## src/rtl/spi_cmd_deframer_pkg.sv

```systemverilog
// Shared types, widths and address check for the SPI command deframer.
package psec6_spi_pkg;

  typedef enum logic {ST_CMD = 1'b0, ST_DATA = 1'b1} spi_frame_state_t;

  localparam int SPI_ADDR_W = 7;
  localparam int SPI_BYTE_W = 8;
  localparam int SPI_RW_BIT = 7;

  // Register address 0 is reserved, so the valid window starts at 1.
  function automatic logic addr_is_valid(input logic [SPI_ADDR_W-1:0] addr,
                                         input int num_wr_regs);
    return (addr != 7'd0) && (int'(addr) <= num_wr_regs);
  endfunction

endpackage

```

## src/rtl/spi_cmd_deframer_shift_in.sv

```systemverilog
// MSB-first deserialiser: 3-bit position counter plus shift register.
// The completed byte is combinational, so the top acts on the 8th edge itself.
module spi_shift_in
  import psec6_spi_pkg::*;
(
  input  logic                  spi_clk,
  input  logic                  full_rstn,
  input  logic                  pico,
  output logic                  byte_done,
  output logic [SPI_BYTE_W-1:0] byte_val
);

  // Only seven stored bits are ever needed; the eighth comes live from pico.
  logic [SPI_BYTE_W-2:0] shreg_q;
  logic [2:0]            bit_cnt_q;

  // Shift in one bit per edge and track the position within the byte.
  always_ff @(posedge spi_clk or negedge full_rstn) begin
    if (!full_rstn) begin
      shreg_q   <= 7'd0;
      bit_cnt_q <= 3'd0;
    end else begin
      shreg_q   <= {shreg_q[SPI_BYTE_W-3:0], pico};
      bit_cnt_q <= bit_cnt_q + 3'd1;
    end
  end

  assign byte_done = (bit_cnt_q == 3'd7);
  assign byte_val  = {shreg_q, pico};

endmodule

```

## src/rtl/spi_cmd_deframer.sv

```systemverilog
// SPI responder front end: command byte decode, burst data bytes, address
// auto-increment and single-cycle write/read strobes for the register bank.
module spi_cmd_deframer
  import psec6_spi_pkg::*;
#(
  parameter int NUM_WR_REGS = 11,
  parameter int AUTO_INC    = 1,
  parameter int CNT_W       = 8
) (
  input  logic                  spi_clk,
  input  logic                  full_rstn,
  input  logic                  pico,
  output logic                  is_write,
  output logic [SPI_ADDR_W-1:0] addr,
  output logic [SPI_BYTE_W-1:0] wdata,
  output logic                  wr_valid,
  output logic                  rd_req,
  output logic                  addr_err,
  output logic [CNT_W-1:0]      byte_cnt,
  output logic                  cmd_done
);

  spi_frame_state_t      state_q;
  logic                  is_write_q;
  logic [SPI_ADDR_W-1:0] addr_q;
  logic [SPI_BYTE_W-1:0] wdata_q;
  logic                  wr_valid_q;
  logic                  rd_req_q;
  logic                  addr_err_q;
  logic [CNT_W-1:0]      byte_cnt_q;
  logic                  cmd_done_q;
  logic                  data_done_q;

  logic                  byte_done_s;
  logic [SPI_BYTE_W-1:0] byte_s;
  logic [SPI_ADDR_W-1:0] addr_next_s;

  spi_shift_in u_shift_in (
    .spi_clk   (spi_clk),
    .full_rstn (full_rstn),
    .pico      (pico),
    .byte_done (byte_done_s),
    .byte_val  (byte_s)
  );

  assign addr_next_s = addr_q + 7'd1;

  // Frame FSM; the strobes default low so each lasts exactly one cycle.
  always_ff @(posedge spi_clk or negedge full_rstn) begin
    if (!full_rstn) begin
      state_q     <= ST_CMD;
      is_write_q  <= 1'b0;
      addr_q      <= 7'd0;
      wdata_q     <= 8'd0;
      wr_valid_q  <= 1'b0;
      rd_req_q    <= 1'b0;
      addr_err_q  <= 1'b0;
      byte_cnt_q  <= {CNT_W{1'b0}};
      cmd_done_q  <= 1'b0;
      data_done_q <= 1'b0;
    end else begin
      wr_valid_q  <= 1'b0;
      rd_req_q    <= 1'b0;
      data_done_q <= 1'b0;
      case (state_q)
        ST_CMD: begin
          if (byte_done_s) begin
            is_write_q <= byte_s[SPI_RW_BIT];
            addr_q     <= byte_s[SPI_ADDR_W-1:0];
            cmd_done_q <= 1'b1;
            state_q    <= ST_DATA;
            if (!byte_s[SPI_RW_BIT]) begin
              rd_req_q <= 1'b1;
              if (!addr_is_valid(byte_s[SPI_ADDR_W-1:0], NUM_WR_REGS)) begin
                addr_err_q <= 1'b1;
              end
            end
          end
        end
        ST_DATA: begin
          if (byte_done_s) begin
            wdata_q     <= byte_s;
            data_done_q <= 1'b1;
            if (byte_cnt_q != {CNT_W{1'b1}}) begin
              byte_cnt_q <= byte_cnt_q + {{(CNT_W-1){1'b0}}, 1'b1};
            end
            if (is_write_q) begin
              if (addr_is_valid(addr_q, NUM_WR_REGS)) begin
                wr_valid_q <= 1'b1;
              end else begin
                addr_err_q <= 1'b1;
              end
            end
          end else if (data_done_q && (AUTO_INC != 0)) begin
            // Advance on the first bit of the next byte so reads can preload.
            addr_q <= addr_next_s;
            if (!is_write_q) begin
              rd_req_q <= 1'b1;
              if (!addr_is_valid(addr_next_s, NUM_WR_REGS)) begin
                addr_err_q <= 1'b1;
              end
            end
          end
        end
        default: state_q <= ST_CMD;
      endcase
    end
  end

  assign is_write = is_write_q;
  assign addr     = addr_q;
  assign wdata    = wdata_q;
  assign wr_valid = wr_valid_q;
  assign rd_req   = rd_req_q;
  assign addr_err = addr_err_q;
  assign byte_cnt = byte_cnt_q;
  assign cmd_done = cmd_done_q;

endmodule

```

## config.mk

```make
export PLATFORM = sky130hd
export DESIGN_NAME = spi_cmd_deframer
export DESIGN_NICKNAME = d
export VERILOG_FILES = /design/src/rtl/spi_cmd_deframer_pkg.sv /design/src/rtl/spi_cmd_deframer_shift_in.sv /design/src/rtl/spi_cmd_deframer.sv
export SDC_FILE = /design/constraint.sdc
export NUM_CORES = 1
export LEC_CHECK = 0
export CAP_MARGIN = 20
export CORE_MARGIN = 2
export CORE_UTILIZATION = 45
export DETAILED_ROUTE_END_ITERATION = 12
export GPL_ROUTABILITY_DRIVEN = 0
export PLACE_DENSITY = 0.76
export SLEW_MARGIN = 20
export SYNTH_ARGS = -nofsm -noshare
export SYNTH_HDL_FRONTEND = slang
export SYNTH_HIERARCHICAL = 1
export SYNTH_SLANG_ARGS = --single-unit
```

## constraint.sdc

```tcl
create_clock -name spi_clk -period 4.9 [get_ports spi_clk]
set_input_delay 0.98 -clock spi_clk [delete_from_list [all_inputs] [get_ports spi_clk]]
set_output_delay 0.98 -clock spi_clk [all_outputs]
set_load 0.02 [all_outputs]
```

==> results of run 1 <==
-- cell families after synthesis --
group                      share of synthesized area [%]
adders and majority gates                           6.05
DFF                                                 53.8
AOI/OAI and AO/OA                                   12.7
and+or+nand+nor                                     12.6
muxes                                               8.47
buffers and inverters                               3.63
xor gates and xnor gates                            2.82
-- sequential cells by signal, indices dropped and copies added, names as in the netlist --
name / flops
byte_cnt: 8
u_shift_in/bit_cnt_q: 3
u_shift_in/shreg_q: 7
data_done_q: 1
wdata: 8
cmd_done: 1
addr_err: 1
addr: 7
wr_valid: 1
state_q: 1
is_write: 1
rd_req: 1
-- layout make-up --
cell class	instances	area, sq um
Clock buffer	6	72.6
Clock inverter	1	5.00
Fill cell	344	1740
Inverter	8	30.0
Multi-Input combinational cell	108	793
Sequential cell	40	1000
Tap cell	50	62.6
Timing Repair Buffer	30	295
-- per-layer routing --
metal  vias to the layer above  part of all wire, %  routed length (um)
met4                         0                 0.56                  20
met2                        41                   48                1730
met3                         2                  4.3                 155
li1                        650                    -                   -
met5                         -                    0                   0
met1                       659                   47                1670
-- layout by cell type, fill, tap and decap left out, drive strengths merged, types with 2 or more instances in the layout --
cell / instances
mux2: 11
inv: 8
o22ai: 8
mux2i: 3
nor4: 3
nor2: 5
nand2: 12
a31oi: 3
a22oi: 2
o21ai: 5
nand2b: 2
dfrtp: 40
nand4: 3
clkdlybuf4s50: 29
and2: 2
nand3: 6
clkbuf: 6
a41o: 2
ha: 9
a21oi: 12
and3: 3
xor2: 5
-- metrics by stage --
step / area (sq um) / cells / setup WS, ns / utilization, %
final: 2260 / 243 / 2.38 / 56.5
after global routing: 2260 / 243 / 2.31 / 56.5
after CTS: 2260 / 243 / 2.39 / 56.5
after detailed placement: 2180 / 236 / 2.69 / 54.6
after global placement: 2180 / 236 / 2.74 / 54.6
after floorplan: 1860 / 163 / 3.15 / -
-- path summary, 6_finish.rpt --
check / slack [ns] / from / end
max: 2.38 / addr[1] / addr[1]
min: 0.44 / u_shift_in/shreg_q[0] / u_shift_in/shreg_q[1]
max reg2reg: 2.70 / u_shift_in/bit_cnt_q[0] / byte_cnt[5]
min reg2reg: 0.44 / u_shift_in/shreg_q[0] / u_shift_in/shreg_q[1]
max in group asynchronous: 3.54 / full_rstn / u_shift_in/shreg_q[0]
min in group asynchronous: 0.80 / full_rstn / addr[5]
-- power groups by stage --
stage | Clock (mW) | Sequential, mW | Combinational [mW]
floorplan | 0 | 0.369 | 0.0401
global placement | 0 | 0.367 | 0.0717
detailed placement | 0 | 0.369 | 0.0745
CTS | 0.208 | 0.363 | 0.0750
global route | 0.220 | 0.366 | 0.0811
finish | 0.200 | 0.363 | 0.0738
==> run_results.csv, run 1 <==
group,metric,value,unit
clocking,cts_made_buffers,5,
sta,setup_viol,0,
power_and_ir_drop,switching_power,0.163,mW
synth,syn_nets,175,
clocking,cts_tree,"built",
sta,hold_slack,0.438,ns
sta,slew_headroom,42.4,%
place,portBuffers,30,
power_and_ir_drop,total_power,0.637,mW
synth,yosysTopAreaCell,"dfrtp_1",
critical_path,cp_slowest_cell,"clkdlybuf4s50_1",
power_and_ir_drop,power_density,282,nW/um^2
sta,hold_viol,0,
outcome,status,"completed",
synth,synth-seq-area-share,53.8,%
die,core_area,4000,sq um
clocking,cts.clk_slew.worst_paths,0.08,ns
critical_path,cp_top_family,"buffers and inverters",
critical_path,max_stage_delay,0.68,ns
sta,period_minus_slack,2.52,ns
clocking,clock-sinks,40,
clocking,cts_resized,0,
sta,worst_pin_slew,0.865,ns
clocking,cts_buffer_depth,2,
global_routing,grt_overflow,0,
drt,vias,1352,
global_routing,top_usage_layer,"met2",
clocking,clock-root-buffer,"clkbuf_8",
die,boundaryPins,31,
synth,syn-instance-count,163,
critical_path,start_kind,"flop",
die,row_count,23,
synth,synthArstFlopShare,100,%
synth,syn_area,1860,sq um
critical_path,arrival,1.54,ns
synth,syn_avg_cell_area,11.4,sq um
clocking,worstSkewPairLatency,0.28,ns
power_and_ir_drop,peakVddDrop,197,uV
critical_path,r2r_cells,7,
global_routing,grt_max_degree,41,
global_routing,antenna_found_initial,0,
power_and_ir_drop,p_clk_share,31.4,%
sta,fin_crit_sh,51.3,%
power_and_ir_drop,power.internal,0.474,mW
power_and_ir_drop,swShare,25.7,%
synth,yosysMostFrequentCell,"dfrtp_1",
sta,tns,0,ns
power_and_ir_drop,p_comb_share,11.6,%
die,die_area,4670,sq um
critical_path,worstPathCellList,"clkdlybuf4s50_1",
finish,diodes,0,
drt,dr.pass1.iters,4,
run,cap_violations,0,
critical_path,cp_num_cells,1,
global_routing,grt_pass1_vias,1233,
synth,synth_commonest_cells,"dfrtp_1, a21oi_1, nand2_1, mux2_2, ha_1",
critical_path,required,3.92,ns
critical_path,path_class,"reg2out",
drt,ant_nets,0,
die,die_x,68.3,um
drt,vias_per_cell,5.56,
global_routing,grt.total_usage,17.0,%
global_routing,use_met3,2.96,%
worst_hold_path,hp-class,"reg2reg",
clocking,htree_levels,2,
sta,grt_setup_unrepaired,"no",
die,die_h,68.3,um
worst_hold_path,hold-path-cell-count,0,
critical_path,worst_setup_path_end_kind,"primary output",
critical_path,cp_max_fo,13,
critical_path,crit_buf_inv,1,
drt,routed_wl,3570,um
synth,synth_cell_type_count,38,
sta,drv_slew,0,
finish,drive_gt1_share,11.4,%
drt,drt_iter0_drc,98,
clocking,cts_hold_buf,0,
place,hpwlAfterDp,2530,um
synth,ys_top_cells_by_area,"dfrtp_1, ha_1, mux2_2",
synth,netlist.area_leader.share,53.8,%
finish,area_growth,21.4,%
global_routing,grtUsageMet1,23.1,%
finish,final_nets,205,
synth,yosysWarnings,6,
power_and_ir_drop,power.leakage,0.990,nW
die,start_util,46.5,%
synth,synth_seq_cells,40,
synth,synth-edff-count,0,
global_routing,grt_pass1_wl,5830,um
synth,ys.flop_type,"dfrtp_1",
sta,skew,0.00805,ns
global_routing,grtUsageMet2,26.6,%
drt,wl_per_cell,14.7,um
sta,max_freq,397,MHz
drt,route.detailed.drc,0,
clocking,postCtsSetupRepairBufs,0,
power_and_ir_drop,seq_power_share,57.0,%
(Power assumes the default switching activity.)
==> run 2, diff against run 1 <==
clock period = 2.6 ns   (was 4.9 ns; I/O delays follow)
==> run 2 against run 1 <==
  * Die area did not move
  * Global-route usage rose by 1.5 points
  * Clock power rose by 110%
  * Clock skew fell by 0.00057 ns
  * Sequential share of layout area fell by 0.51 points
  * Flip-flop and latch count did not move
  * First-iteration DRC count fell by 20%
  * Combinational power rose by 86%
  * Count of clock-buffer cells in the layout rose by 1
  * Highest routed layer unchanged
==> run_results.csv, run 2 (synthesis results as in run 1) <==
group,metric,value,unit
critical_path,worst_setup_path_end_kind,"primary output",
sta,hold_viol,0,
critical_path,crit_buf_inv,1,
critical_path,arrival,1.56,ns
outcome,status,"completed",
die,die_h,68.3,um
sta,tns,0,ns
clocking,cts_made_buffers,5,
drt,route.detailed.drc,0,
die,core_area,4000,sq um
clocking,cts_tree,"built",
finish,fin_cells,244,
place,dp.cells,237,
clocking,cts_resized,0,
critical_path,max_stage_delay,0.68,ns
finish,multi_input_area,793,sq um
drt,wl_per_cell,15.1,um
finish,final_area,2290,sq um
clocking,cts_buffer_depth,2,
place,pre_cts_ws,0.643,ns
global_routing,antenna_found_initial,0,
global_routing,grt_pass1_wl,6270,um
finish,diodes,0,
sta,grt_setup_unrepaired,"no",
finish,drive_gt1_share,12.4,%
critical_path,path_class,"reg2out",
critical_path,cp_top_family,"buffers and inverters",
clocking,clock-root-buffer,"clkbuf_8",
finish,final_util,57.1,%
drt,vias,1357,
clocking,clock-sinks,40,
critical_path,cp_max_fo,13,
global_routing,grt_pass1_vias,1354,
power_and_ir_drop,power_density,548,nW/um^2
clocking,cts.clk_slew.worst_paths,0.07,ns
finish,seq_area,1000,sq um
drt,ant_nets,0,
power_and_ir_drop,peakVddDrop,400,uV
die,die_x,68.3,um
die,row_count,23,
finish,area_growth,22.8,%
finish,final_common_cell,"dfrtp_1",
sta,period_minus_slack,2.08,ns
sta,worst_pin_slew,0.850,ns
place,place_area,2190,sq um
drt,routed_wl,3680,um
sta,fin_crit_sh,80.0,%
die,boundaryPins,31,
clocking,worstSkewPairLatency,0.29,ns
place,portBuffers,30,
drt,vias_per_cell,5.56,
sta,setup_viol,0,
run,cap_violations,0,
clocking,htree_levels,2,
finish,num-fill-cells,331,
sta,slew_headroom,43.4,%
finish,layout_common_cells,"dfrtp_1, clkdlybuf4s50_1, nand2_1, a21oi_1, mux2_2",
clocking,postCtsSetupRepairBufs,0,
drt,dr.pass1.iters,4,
global_routing,grt_max_degree,41,
power_and_ir_drop,power.leakage,1.00,nW
sta,max_freq,481,MHz
drt,drt_iter0_drc,78,
critical_path,start_kind,"flop",
clocking,cts_hold_buf,0,
sta,skew,0.00747,ns
die,die_area,4670,sq um
place,hpwlAfterDp,2640,um
global_routing,grt_overflow,0,
sta,timing.final.ws_setup,0.521,ns
global_routing,grt.total_usage,18.4,%
finish,final_nets,206,
die,start_util,46.5,%
critical_path,required,2.08,ns
critical_path,cp_slowest_cell,"clkdlybuf4s50_1",
sta,drv_slew,0,
worst_hold_path,hp-class,"in2async",
critical_path,worstPathCellList,"clkdlybuf4s50_1",
run 2: changes by cell type in the layout (fill, tap and decap cells not counted):
cell,change
clkbuf_8,+2
buf_4,+1
clkbuf_1,-1
clkinv_2,-1
run 2: final timing paths:
| path | startpoint | end | slack (ns) | depth (start not counted) |
|---|---|---|---|---|
| max | addr[1] | addr[1] | 0.52 | 1 |
| min | full_rstn | cmd_done | 0.33 | 1 |
| max reg2reg | state_q | addr[6] | 0.56 | 5 |
| min reg2reg | u_shift_in/shreg_q[3] | u_shift_in/shreg_q[4] | 0.44 | 0 |
| max in group asynchronous | full_rstn | u_shift_in/shreg_q[0] | 1.72 | 1 |
| min in group spi_clk | u_shift_in/shreg_q[3] | u_shift_in/shreg_q[4] | 0.44 | 0 |
run 2: report_power, final:
group / switching (mW) / leakage (nW) / total, mW / internal (mW)
logic: 0.0711 / 0.473 / 0.137 / 0.0660
registers: 0.0414 / 0.482 / 0.686 / 0.644
clock network: 0.194 / 0.0503 / 0.430 / 0.236
run 2: area by class of cell:
type,instances,share of cell area [%]
Clock buffer,7,4.21
Tap cell,50,2.74
Multi-Input combinational cell,108,34.7
Timing Repair Buffer,31,13.2
Inverter,8,1.31
Sequential cell,40,43.8
run 2: routing by layer:
layer / track usage, % / wire length [um]
met1: 24.7 / 1680
met2: 28.3 / 1750
met3: 4.93 / 175
met4: 7.75 / 64
met5: 0 / 0
run 2: metrics by stage:
step | hold WS (ns) | total power, mW
CTS | 0.359 | 1.27
detailed placement | 0.421 | 0.836
finish | 0.331 | 1.25
global placement | 0.410 | 0.829
global route | 0.411 | 1.32
floorplan | 0.224 | 0.771
